### config.mk
export PLATFORM = sky130hd
export DESIGN_NAME = branch_resolve_unit
export DESIGN_NICKNAME = d
export VERILOG_FILES = /design/src/rtl/branch_resolve_unit_pkg.sv /design/src/rtl/branch_resolve_unit_update_queue.sv /design/src/rtl/branch_resolve_unit.sv
export SDC_FILE = /design/constraint.sdc
export NUM_CORES = 1
export LEC_CHECK = 0
export ABC_AREA = 1
export CAP_MARGIN = 20
export CORE_UTILIZATION = 44
export CTS_CLUSTER_SIZE = 10
export DETAILED_ROUTE_END_ITERATION = 7
export GPL_ROUTABILITY_DRIVEN = 0
export PLACE_DENSITY = 0.78
export SLEW_MARGIN = 20
export SYNTH_ARGS = -nofsm -noshare
export SYNTH_HDL_FRONTEND = slang
export SYNTH_SLANG_ARGS = --single-unit
### constraint.sdc
create_clock -name clk -period 2.8 [get_ports clk]
set_input_delay 0.28 -clock clk [delete_from_list [all_inputs] [get_ports clk]]
set_output_delay 0.28 -clock clk [all_outputs]
set_load 0.05 [all_outputs]
### src/rtl/branch_resolve_unit_pkg.sv
// Shared types and helpers for the branch resolve unit: branch kinds, predictor
// modes, the default update-queue entry layout and the saturating-counter helper.
package RVS192_package;

  typedef enum logic [2:0] {
    BR_EQ  = 3'd0,
    BR_NE  = 3'd1,
    BR_LT  = 3'd2,
    BR_GE  = 3'd3,
    BR_LTU = 3'd4,
    BR_GEU = 3'd5
  } br_kind_e;

  localparam int BP_LOCAL  = 0;
  localparam int BP_GSHARE = 1;
  localparam int BP_HYBRID = 2;

  localparam int BR_IDX_W     = 8;
  localparam int BR_CNT_W     = 2;
  localparam int BR_CNT_MAX_W = 8;

  typedef struct packed {
    logic [BR_IDX_W-1:0] index;
    logic [BR_CNT_W-1:0] lcnt;
    logic [BR_CNT_W-1:0] gcnt;
    logic [BR_CNT_W-1:0] chooser;
    logic                taken;
  } br_upd_t;

  // Counter of width w (<= BR_CNT_MAX_W) held in the low bits of cnt.
  function automatic logic [BR_CNT_MAX_W-1:0] sat_update(
    input logic [BR_CNT_MAX_W-1:0] cnt,
    input logic                    up,
    input logic                    set_max,
    input int unsigned             w = BR_CNT_W
  );
    logic [BR_CNT_MAX_W:0]   max_w;
    logic [BR_CNT_MAX_W-1:0] max;
    max_w = ({{BR_CNT_MAX_W{1'b0}}, 1'b1} << w) - {{BR_CNT_MAX_W{1'b0}}, 1'b1};
    max   = max_w[BR_CNT_MAX_W-1:0];
    if (set_max)          return max;
    else if (up)          return (cnt == max) ? cnt : cnt + 8'd1;
    else                  return (cnt == '0)  ? cnt : cnt - 8'd1;
  endfunction

endpackage

### src/rtl/branch_resolve_unit_update_queue.sv
// Synchronous FIFO of predictor updates. A separate count register tells full
// from empty; push on a full queue is accepted only together with a pop.
module br_update_queue
  import RVS192_package::*;
#(
  parameter type T     = br_upd_t,
  parameter int  DEPTH = 4,
  localparam int PTR_W = $clog2(DEPTH),
  localparam int CNT_W = $clog2(DEPTH) + 1
) (
  input  logic             clk,
  input  logic             rst,
  input  logic             push,
  input  T                 din,
  input  logic             pop,
  output T                 dout,
  output logic             full,
  output logic             empty,
  output logic [CNT_W-1:0] count
);

  T                 mem [DEPTH];
  logic [PTR_W-1:0] wr_ptr, rd_ptr;
  logic             push_ok, pop_ok;

  assign full    = (count == CNT_W'(DEPTH));
  assign empty   = (count == '0);
  assign pop_ok  = pop & ~empty;
  assign push_ok = push & (~full | pop_ok);
  assign dout    = mem[rd_ptr];

  always_ff @(posedge clk) begin
    if (push_ok) mem[wr_ptr] <= din;
  end

  // Pointers wrap naturally since DEPTH is a power of two.
  always_ff @(posedge clk) begin
    if (rst) begin
      wr_ptr <= '0;
      rd_ptr <= '0;
      count  <= '0;
    end else begin
      if (push_ok) wr_ptr <= wr_ptr + PTR_W'(1);
      if (pop_ok)  rd_ptr <= rd_ptr + PTR_W'(1);
      case ({push_ok, pop_ok})
        2'b10:   count <= count + CNT_W'(1);
        2'b01:   count <= count - CNT_W'(1);
        default: count <= count;
      endcase
    end
  end

endmodule

### src/rtl/branch_resolve_unit.sv
// EX-stage branch resolution: outcome/target check, registered redirect and GHR
// repair, predictor update queue. Optional statistics under `BR_STATS_EN.
module branch_resolve_unit
  import RVS192_package::*;
#(
  parameter int PC_W     = 32,
  parameter int CNT_W    = 2,
  parameter int GHR_W    = 8,
  parameter int IDX_W    = 8,
  parameter int UQ_DEPTH = 4,
  parameter int BP_MODE  = 2
) (
  input  logic              clk,
  input  logic              rst,
  input  logic              ex_valid,
  input  logic              ex_branch,
  input  logic              ex_uncond,
  input  logic [2:0]        ex_kind,
  input  logic              eq,
  input  logic              lt,
  input  logic              ltu,
  input  logic [PC_W-1:0]   ex_pc,
  input  logic [PC_W-1:0]   ex_imm,
  input  logic [PC_W-1:0]   ex_jump_target,
  input  logic              ex_pred_taken,
  input  logic [PC_W-1:0]   ex_pred_target,
  input  logic [CNT_W-1:0]  ex_lcnt,
  input  logic [CNT_W-1:0]  ex_gcnt,
  input  logic [CNT_W-1:0]  ex_chooser,
  input  logic [GHR_W-1:0]  ex_ghr,
  input  logic [IDX_W-1:0]  ex_index,
  output logic              stall,
  output logic              redirect_valid,
  output logic [PC_W-1:0]   redirect_pc,
  output logic              ghr_repair_valid,
  output logic [GHR_W-1:0]  ghr_repair,
  output logic              upd_valid,
  input  logic              upd_ready,
  output logic [IDX_W-1:0]  upd_index,
  output logic [CNT_W-1:0]  upd_lcnt,
  output logic [CNT_W-1:0]  upd_gcnt,
  output logic [CNT_W-1:0]  upd_chooser,
  output logic              upd_taken,
  output logic [31:0]       stat_branches,
  output logic [31:0]       stat_mispred
);

  typedef struct packed {
    logic [IDX_W-1:0] index;
    logic [CNT_W-1:0] lcnt;
    logic [CNT_W-1:0] gcnt;
    logic [CNT_W-1:0] chooser;
    logic             taken;
  } upd_t;

  localparam int QC_W = $clog2(UQ_DEPTH) + 1;

  logic            res, cond, actual, wrong;
  logic [PC_W-1:0] next_pc;
  logic            uq_full, uq_empty;
  logic [QC_W-1:0] unused_uq_count;
  upd_t            push_ent, head;
  logic [BR_CNT_MAX_W-1:0] l_in, g_in, c_in, l_sat, g_sat, c_sat;
  logic [CNT_W-1:0] l_new, g_new, c_new;

  assign stall = uq_full & ~upd_ready;
  assign res   = ex_valid & ex_branch & ~stall;

  always_comb begin
    case (br_kind_e'(ex_kind))
      BR_EQ:   cond = eq;
      BR_NE:   cond = ~eq;
      BR_LT:   cond = lt;
      BR_GE:   cond = ~lt;
      BR_LTU:  cond = ltu;
      BR_GEU:  cond = ~ltu;
      default: cond = 1'b0;
    endcase
  end

  assign actual  = ex_uncond | cond;
  assign next_pc = ex_uncond ? ex_jump_target
                 : actual    ? ex_pc + ex_imm
                 :             ex_pc + PC_W'(4);
  assign wrong   = (actual != ex_pred_taken) | (actual & (next_pc != ex_pred_target));

  always_comb begin
    l_in = '0;
    g_in = '0;
    c_in = '0;
    l_in[CNT_W-1:0] = ex_lcnt;
    g_in[CNT_W-1:0] = ex_gcnt;
    c_in[CNT_W-1:0] = ex_chooser;
    l_sat = sat_update(l_in, actual, ex_uncond, CNT_W);
    g_sat = sat_update(g_in, actual, ex_uncond, CNT_W);
    // Chooser trains only when the two predictors disagree; +1 favours gshare.
    if (ex_uncond)
      c_sat = sat_update(c_in, 1'b1, 1'b1, CNT_W);
    else if (ex_lcnt[CNT_W-1] != ex_gcnt[CNT_W-1])
      c_sat = sat_update(c_in, ex_gcnt[CNT_W-1] == actual, 1'b0, CNT_W);
    else
      c_sat = c_in;
    l_new = l_sat[CNT_W-1:0];
    g_new = g_sat[CNT_W-1:0];
    c_new = c_sat[CNT_W-1:0];
    if (BP_MODE == BP_LOCAL) begin
      g_new = ex_gcnt;
      c_new = ex_chooser;
    end else if (BP_MODE == BP_GSHARE) begin
      l_new = ex_lcnt;
      c_new = ex_chooser;
    end
  end

  assign push_ent = '{index: ex_index, lcnt: l_new, gcnt: g_new, chooser: c_new, taken: actual};

  br_update_queue #(.T(upd_t), .DEPTH(UQ_DEPTH)) u_uq (
    .clk   (clk),
    .rst   (rst),
    .push  (res),
    .din   (push_ent),
    .pop   (upd_ready),
    .dout  (head),
    .full  (uq_full),
    .empty (uq_empty),
    .count (unused_uq_count)
  );

  assign upd_valid   = ~uq_empty;
  assign upd_index   = head.index;
  assign upd_lcnt    = head.lcnt;
  assign upd_gcnt    = head.gcnt;
  assign upd_chooser = head.chooser;
  assign upd_taken   = head.taken;

  always_ff @(posedge clk) begin
    if (rst) begin
      redirect_valid   <= 1'b0;
      ghr_repair_valid <= 1'b0;
      redirect_pc      <= '0;
      ghr_repair       <= '0;
    end else begin
      redirect_valid   <= res & wrong;
      ghr_repair_valid <= res & wrong;
      if (res & wrong) begin
        redirect_pc <= next_pc;
        ghr_repair  <= {ex_ghr[GHR_W-2:0], actual};
      end
    end
  end

`ifdef BR_STATS_EN
  always_ff @(posedge clk) begin
    if (rst) begin
      stat_branches <= '0;
      stat_mispred  <= '0;
    end else if (res) begin
      stat_branches <= stat_branches + 32'd1;
      if (wrong) stat_mispred <= stat_mispred + 32'd1;
    end
  end
`else
  assign stat_branches = '0;
  assign stat_mispred  = '0;
`endif

endmodule
==> results of run 1 <==
-- power groups by stage --
| stage | Combinational (mW) | Sequential [mW] | Clock (mW) |
|---|---|---|---|
| final | 3.62 | 1.87 | 1.34 |
| after global routing | 3.85 | 1.88 | 1.41 |
| after CTS | 3.24 | 1.87 | 1.36 |
| after detailed placement | 2.94 | 1.90 | 0 |
| after global placement | 2.88 | 1.90 | 0 |
| after floorplan | 1.69 | 2.06 | 0 |
-- routing by layer --
metal,routed length [um],part of all wire (%)
met1,14700,37
met2,18800,47
met3,4000,10
met4,2510,6.3
met5,0,0
-- cells in the final DEF (no fill, tap or decap), types with 5 or more instances in the layout --
cell type | Yosys | routed
nand2_4 | 0 | 28
nand3b_1 | 12 | 12
xnor2_1 | 8 | 8
clkdlybuf4s50_1 | 0 | 140
nand3_1 | 108 | 76
ha_4 | 0 | 31
ha_1 | 37 | 5
or2_2 | 5 | 5
nor3_2 | 1 | 5
o21ai_1 | 4 | 5
o21bai_1 | 7 | 5
xor2_1 | 14 | 14
clkbuf_16 | 0 | 12
a21oi_2 | 2 | 18
dlymetal6s2s_1 | 0 | 6
nor2_4 | 0 | 19
nand2_2 | 3 | 103
o21ai_0 | 49 | 46
conb_1 | 1 | 64
nand2_1 | 534 | 403
inv_1 | 241 | 219
nor2_1 | 208 | 159
clkdlybuf4s15_1 | 0 | 11
clkbuf_2 | 0 | 28
nand3_4 | 2 | 5
edfxtp_1 | 60 | 60
nor2_2 | 10 | 40
dlygate4sd2_1 | 0 | 18
a21oi_1 | 57 | 40
nand3_2 | 2 | 31
buf_4 | 68 | 214
o22ai_1 | 15 | 15
inv_2 | 10 | 31
dfxtp_1 | 50 | 50
buf_6 | 6 | 11
buf_12 | 0 | 11
nand4_1 | 22 | 22
-- registers in the layout, indices dropped and copies added (netlist names), named ones only --
| register | count |
|---|---|
| u_uq.mem | 60 |
| redirect_pc | 32 |
| ghr_repair | 8 |
| u_uq.count | 3 |
| u_uq.rd_ptr | 2 |
| u_uq.wr_ptr | 2 |
| ghr_repair_valid | 1 |
-- layout make-up --
| cell class | instances | area, um^2 | area share [%] |
|---|---|---|---|
| sequential | 110 | 2800 | 18.2 |
| antenna | 1 | 2.50 | 0.0162 |
| tap | 275 | 344 | 2.23 |
| clock buffer | 9 | 225 | 1.46 |
| inverter | 254 | 968 | 6.28 |
| timing repair buffer | 450 | 4040 | 26.2 |
| multi-input combinational | 1184 | 6960 | 45.1 |
| clock inverter | 7 | 87.6 | 0.568 |
-- what timing repair did --
item / CTS / global route
buffers inserted: 34 / 26
pin swaps: 79 / 136
setup endpoints to repair: 41 / 41
hold buffers: 0 / 0
endpoints found under the hold margin: 0 / 0
gates cloned: 5 / 3
gates resized for setup: 245 / 295
-- stage by stage --
step / total power, mW / instances / setup WS, ns / hold slack, ns / setup TNS (ns)
after CTS: 6.47 / 2268 / -0.000350 / 0.472 / -0.000350
after floorplan: 3.76 / 1648 / 0.0652 / 0.349 / 0
final: 6.83 / 2290 / -0.107 / 0.476 / -1.78
after detailed placement: 4.85 / 2213 / -0.784 / 0.457 / -30.79
after global routing: 7.14 / 2289 / -0.288 / 0.484 / -9.22
after global placement: 4.78 / 2213 / -0.732 / 0.453 / -28.57
-- how the worst max path moves through the flow --
stage	from	end	cells after the start
global route	ex_pc[13]	ghr_repair[7]	26
CTS	ex_imm[27]	redirect_pc[5]	23
finish	ex_pc[12]	redirect_pc[5]	24
global placement	ex_pc[0]	redirect_pc[4]	24
detailed placement	ex_pc[0]	ghr_repair[1]	24
floorplan	ex_pc[0]	redirect_pc[27]	26
-- cells by family (layout without fill, tap and decap cells) --
kind of cell,Yosys count,in the layout,share of synthesized area [%]
xor gates and xnor gates,22,22,1.98
adders and majority gates,39,39,5.18
and+or+nand+nor,921,921,39.2
buffers and inverters,354,720,17.1
AOI/OAI and AO/OA,138,138,7.68
other,1,65,0.0386
DFF,110,110,28.8
-- worst max-delay path: cells and delay by family --
| family | cells | cell delay (ns) |
|---|---|---|
| buffers and inverters | 6 | 0.83 |
| and+or+nand+nor | 14 | 1.28 |
| adders and majority gates | 1 | 0.30 |
| AOI/OAI and AO/OA | 3 | 0.44 |
==> impl_metrics.env, run 1 <==
export IMPL_area_growth_pct=58.8
export IMPL_final_util_pct=72.3
export IMPL_detail_route_antenna_nets=0
export IMPL_worstHoldPathCells=2
export IMPL_cts_buffers=9
export IMPL_rr_worst_depth=12
export IMPL_arrival_ns=3.15
export IMPL_placed_area_um2=13100
export IMPL_path_clk_slew_ns=0.08
export IMPL_clkSinkCount=110
export IMPL_grt_first_pass_wirelength_um=54700
export IMPL_crit_type="in -> reg"
export IMPL_synth_common_cells="nand2_1 (534), inv_1 (241), nor2_1 (208)"
export IMPL_period_share_pct=104
export IMPL_grt_usage_pct=31.3
export IMPL_clock_skew_ns=0.00981
export IMPL_drive_above_1_share_pct=31.0
export IMPL_grt_pass1_vias=11200
export IMPL_status="complete, but fails checks"
export IMPL_p_clk_share_pct=19.6
export IMPL_fin_ws_ns=-0.107
export IMPL_syn_instance_count=1585
export IMPL_final_cell_area_um2=15400
export IMPL_hold_viol_final=0
export IMPL_clk_root_buffer_cell="clkbuf_16"
export IMPL_regToRegEndpoint="redirect_pc[5]"
export IMPL_port_buffers=220
export IMPL_violations="negative setup slack"
export IMPL_r2r_start="u_uq.count[0]"
export IMPL_start_util_pct=45.5
export IMPL_yosysTopAreaCell="nand2_1"
export IMPL_ys_seq_area_share_pct=28.8
export IMPL_holdCritStartpoint="u_uq.rd_ptr[1]"
export IMPL_post_synth_num_cell_types=41
export IMPL_cp_required_ns=3.04
export IMPL_crit_path_end_kind="register"
export IMPL_ir_drop_uv=404
export IMPL_die_w_um=151
export IMPL_cpMostUsedCell="nand2_1"
export IMPL_clk_path_buf_depth=2
export IMPL_grt_max_degree=50
export IMPL_max_slew_margin_rel_pct=48.7
export IMPL_cp_max_fo=7
export IMPL_p_sw_mw=2.93
export IMPL_hp_class="reg -> reg"
export IMPL_clk_insertion_delay_late_ns=0.35
export IMPL_synthTopCellsByArea="nand2_1 (21%), edfxtp_1 (19%), dfxtp_1 (10%)"
export IMPL_ios=286
export IMPL_grt_overflow=0
export IMPL_final_nets=2211
export IMPL_ys_async_sr_fraction_pct=0
export IMPL_antenna_found_initial=1
export IMPL_coreArea_um2=21400
export IMPL_cell_internal_pwr_mw=3.90
export IMPL_htreeDepth=3
export IMPL_die_h_um=151
export IMPL_synthesis_area_um2=9720
export IMPL_cpPeakStageDelay_ns=0.30
export IMPL_syn_area_per_cell_um2=6.13
export IMPL_p_per_area_nw_per_um2=443
export IMPL_cts_tree="yes"
export IMPL_rsz0062_at_grt="yes"
export IMPL_synth_most_common_cell="nand2_1"
export IMPL_power_leakage_nw=7.59
export IMPL_synth_top_area_share_pct=20.6
export IMPL_setup_viol=30
export IMPL_met2_usage_pct=55.1
export IMPL_combinationalPowerShare_pct=53.1
export IMPL_synth_edff_count=60
export IMPL_worst_pin_slew_ns=0.760
export IMPL_top_usage_layer="met2"
export IMPL_max_freq_mhz=344
export IMPL_use_met3_pct=4.91
export IMPL_wl_per_cell_um=17.5
export IMPL_max_cap_violations=0
export IMPL_synth_seq_cells=110
export IMPL_place_hpwl_um=26600
export IMPL_post_route_min_period_ns=2.91
export IMPL_drt_initial_drc_count=1032
export IMPL_vias=12300
export IMPL_swShare_pct=42.9
export IMPL_drc=0
export IMPL_fillerInstances=1517
export IMPL_die_area_um2=22700
export IMPL_firstDrtPassIters=6
export IMPL_seqPwrFrac_pct=27.4
export IMPL_cpMaxStageDelayCell="ha_4"
export IMPL_cp_cell_sequence="clkdlybuf4s15_1, ha_4, nand2_1, nand2_1, inv_1, nand2_1, o21bai_4, inv_2, nand2_2, buf_4, a21oi_1, o21ai_1, nand2_1, nand3b_1, nand2_1, nand3_1, nor2_2, nand3_4, nand3_4, buf_6, clkbuf_16, nand2_1, nand2_1, nor2_1"
export IMPL_vias_per_cell=5.37
export IMPL_r2r_setup_slack_ns=0.59
export IMPL_synthFlopType="edfxtp_1"
export IMPL_slew_violations=0
export IMPL_ys_warn_count=0
export IMPL_grt_use_met1_pct=36.8
export IMPL_startpoint_type="input pin"
export IMPL_wl_um=40100
export IMPL_num_rows=53
Note: power is estimated with default switching activity, not from simulation.
==> run 2: changes to the inputs <==
--- a/config.mk
+++ b/config.mk
@@ -12,7 +12,7 @@
 export DETAILED_ROUTE_END_ITERATION = 7
 export GPL_ROUTABILITY_DRIVEN = 0
 export PLACE_DENSITY = 0.78
-export SLEW_MARGIN = 20
+export SLEW_MARGIN = 5
 export SYNTH_ARGS = -nofsm -noshare
 export SYNTH_HDL_FRONTEND = slang
 export SYNTH_SLANG_ARGS = --single-unit
==> results of run 2 <==
Final layout, timing and power as in run 1 (identical DEF).
==> run 3: changes to the inputs <==
--- a/config.mk
+++ b/config.mk
@@ -7,11 +7,12 @@
 export LEC_CHECK = 0
 export ABC_AREA = 1
 export CAP_MARGIN = 20
-export CORE_UTILIZATION = 44
+export CORE_UTILIZATION = 45
+export CTS_BUF_LIST = sky130_fd_sc_hd__clkbuf_8
 export CTS_CLUSTER_SIZE = 10
 export DETAILED_ROUTE_END_ITERATION = 7
 export GPL_ROUTABILITY_DRIVEN = 0
-export PLACE_DENSITY = 0.78
+export PLACE_DENSITY = 0.8
 export SLEW_MARGIN = 5
 export SYNTH_ARGS = -nofsm -noshare
 export SYNTH_HDL_FRONTEND = slang
==> run 3 against run 2 <==
- the flow still finishes with violations (negative setup slack)
- clock skew is 0.0074 ns higher
- global-route usage down 0.92 points
- largest power group unchanged
- critical path type unchanged
- design area shrank 1.1%
- first-iteration DRC count up 1.4%
==> impl_metrics.env, run 3 (synthesis gave the netlist of run 1 again) <==
export IMPL_final_common_cell="nand2_1"
export IMPL_placed_area_um2=13100
export IMPL_regMostFlops="u_uq.mem"
export IMPL_grt_first_pass_wirelength_um=52900
export IMPL_crit_cells=24
export IMPL_use_met3_pct=6.02
export IMPL_grt_overflow=0
export IMPL_clk_path_buf_depth=2
export IMPL_htreeDepth=3
export IMPL_drive_above_1_share_pct=29.0
export IMPL_cpMaxStageDelayCell="dlygate4sd2_1"
export IMPL_firstDrtPassIters=8
export IMPL_place_hpwl_um=25300
export IMPL_detail_route_antenna_nets=0
export IMPL_max_cap_violations=0
export IMPL_vias=12200
export IMPL_post_route_min_period_ns=2.87
export IMPL_max_freq_mhz=349
export IMPL_crit_path_end_kind="register"
export IMPL_crit_type="in -> reg"
export IMPL_die_area_um2=22200
export IMPL_grt_usage_pct=30.3
export IMPL_final_cell_area_um2=15300
export IMPL_slew_violations=0
export IMPL_worstHoldPathCells=3
export IMPL_status="complete, but fails checks"
export IMPL_arrival_ns=3.16
export IMPL_cp_top_family="simple AND/OR/NAND/NOR gates"
export IMPL_clk_root_buffer_cell="clkbuf_8"
export IMPL_period_share_pct=102
export IMPL_cp_buffers_inverters=3
export IMPL_die_w_um=149
export IMPL_area_growth_pct=57.1
export IMPL_largestRegisters="u_uq.mem: 60 flops, redirect_pc: 32 flops, ghr_repair: 8 flops"
export IMPL_grt_max_degree=50
export IMPL_drc=0
export IMPL_r2r_setup_slack_ns=0.59
export IMPL_dpl_worst_slack_ns=-0.790
export IMPL_max_slew_margin_rel_pct=47.9
export IMPL_p_per_area_nw_per_um2=420
export IMPL_ir_drop_uv=343
export IMPL_regToRegEndpoint="u_uq.count[2]"
export IMPL_largest_reg_flops=60
export IMPL_cp_cell_sequence="dlygate4sd2_1, ha_4, nand2_1, nand2_1, nand2_1, nand3_1, nand2_1, nand2_2, a21oi_4, nand2_1, nand2_1, nand3_2, nand2_4, nand2_2, nand2_2, nand2_2, nand3_2, nor2_4, nand3_4, nand3_4, buf_12, clkbuf_16, nor2_1, nor2_1"
export IMPL_rsz0062_at_grt="yes"
export IMPL_clk_insertion_delay_late_ns=0.39
export IMPL_die_h_um=149
export IMPL_coreArea_um2=21100
export IMPL_holdCritStartpoint="ex_ghr[1]"
export IMPL_num_rows=53
export IMPL_path_clk_slew_ns=0.12
export IMPL_final_nets=2201
export IMPL_violations="negative setup slack"
export IMPL_wl_um=39000
export IMPL_min_to="ghr_repair[2]"
export IMPL_cp_required_ns=3.09
export IMPL_rr_worst_depth=12
export IMPL_r2r_start="u_uq.count[1]"
export IMPL_fin_ws_ns=-0.0693
export IMPL_clock_skew_ns=0.0172
export IMPL_clkSinkCount=110
export IMPL_antenna_found_initial=2
export IMPL_finalSetupTns_ns=-0.682
export IMPL_cts_tree="yes"
export IMPL_holdWs_ns=0.468
export IMPL_wl_per_cell_um=17.1
export IMPL_hold_viol_final=0
export IMPL_ios=286
export IMPL_worst_pin_slew_ns=0.772
export IMPL_cts_buffers=9
export IMPL_grt_use_met1_pct=36.5
export IMPL_met2_usage_pct=51.0
export IMPL_cpMostUsedCell="nand2_1"
export IMPL_setup_viol=29
export IMPL_port_buffers=220
export IMPL_cp_max_fo=9
export IMPL_grt_pass1_vias=10800
export IMPL_startpoint_type="input pin"
export IMPL_drt_initial_drc_count=1046
export IMPL_top_usage_layer="met2"
export IMPL_vias_per_cell=5.35
export IMPL_final_util_pct=72.4
export IMPL_final_cell_mix="nand2_1 (418), inv_1 (218), buf_4 (191), nor2_1 (175), clkdlybuf4s50_1 (138)"
export IMPL_cpPeakStageDelay_ns=0.27
export IMPL_power_leakage_nw=7.60
export IMPL_post_cts_hold_buffer_count=0
export IMPL_start_util_pct=46.1
export IMPL_hp_class="in -> reg"
==> run 3: layout make-up <==
cell class | instances | area [um^2]
multi-input cells | 1184 | 6910
fillers | 1511 | 5820
repair buffers | 439 | 4020
flip-flops and latches | 110 | 2800
inverters | 254 | 978
well taps | 275 | 344
clock buffers | 9 | 124
clock inverters | 7 | 68.8
repair inverters | 1 | 8.76
diodes | 1 | 2.50
==> run 3: how the worst max path moves through the flow <==
stage / to / from
floorplan: redirect_pc[27] / ex_pc[0]
global placement: redirect_pc[10] / ex_pc[0]
detailed placement: ghr_repair[7] / ex_pc[0]
CTS: redirect_pc[1] / ex_imm[2]
global route: redirect_pc[14] / ex_pc[13]
finish: redirect_pc[7] / ex_imm[16]
==> run 3: through the flow <==
stage / std cells / power [mW]
after floorplan: 1648 / 3.76
after global placement: 2207 / 4.77
after detailed placement: 2207 / 4.82
after CTS: 2250 / 5.98
after global routing: 2279 / 6.72
final: 2280 / 6.41
==> run 3: worst reg2reg max path: cells and delay by family, from the launching register on <==
family | cells | cell delay, ns
AO/OA/AOI/OAI | 4 | 0.47
adder cells (fa/ha/maj) | 2 | 0.59
buffers and inverters | 1 | 0.06
flip-flops | 1 | 0.35
AND/OR/NAND/NOR | 5 | 0.63
==> run 3: power breakdown <==
group | leakage (nW) | total, mW | switching [mW] | internal (mW)
Combinational | 6.55 | 3.59 | 2.21 | 1.38
Clock | 0.102 | 0.947 | 0.599 | 0.348
Sequential | 0.948 | 1.88 | 0.0715 | 1.81
==> run 3: per-layer routing <==
metal / vias to the layer above / part of all wire, %
li1: 5650 / -
met1: 5498 / 37
met2: 826 / 46
met3: 232 / 11
met4: 2 / 6.4
met5: - / 0.033
==> run 3: what timing repair did <==
| action | CTS | global route |
|---|---|---|
| buffers inserted | 24 | 28 |
| pin swaps | 24 | 137 |
| gates resized for setup | 210 | 322 |
| cloned | 3 | 3 |
| setup endpoints to repair | 47 | 49 |
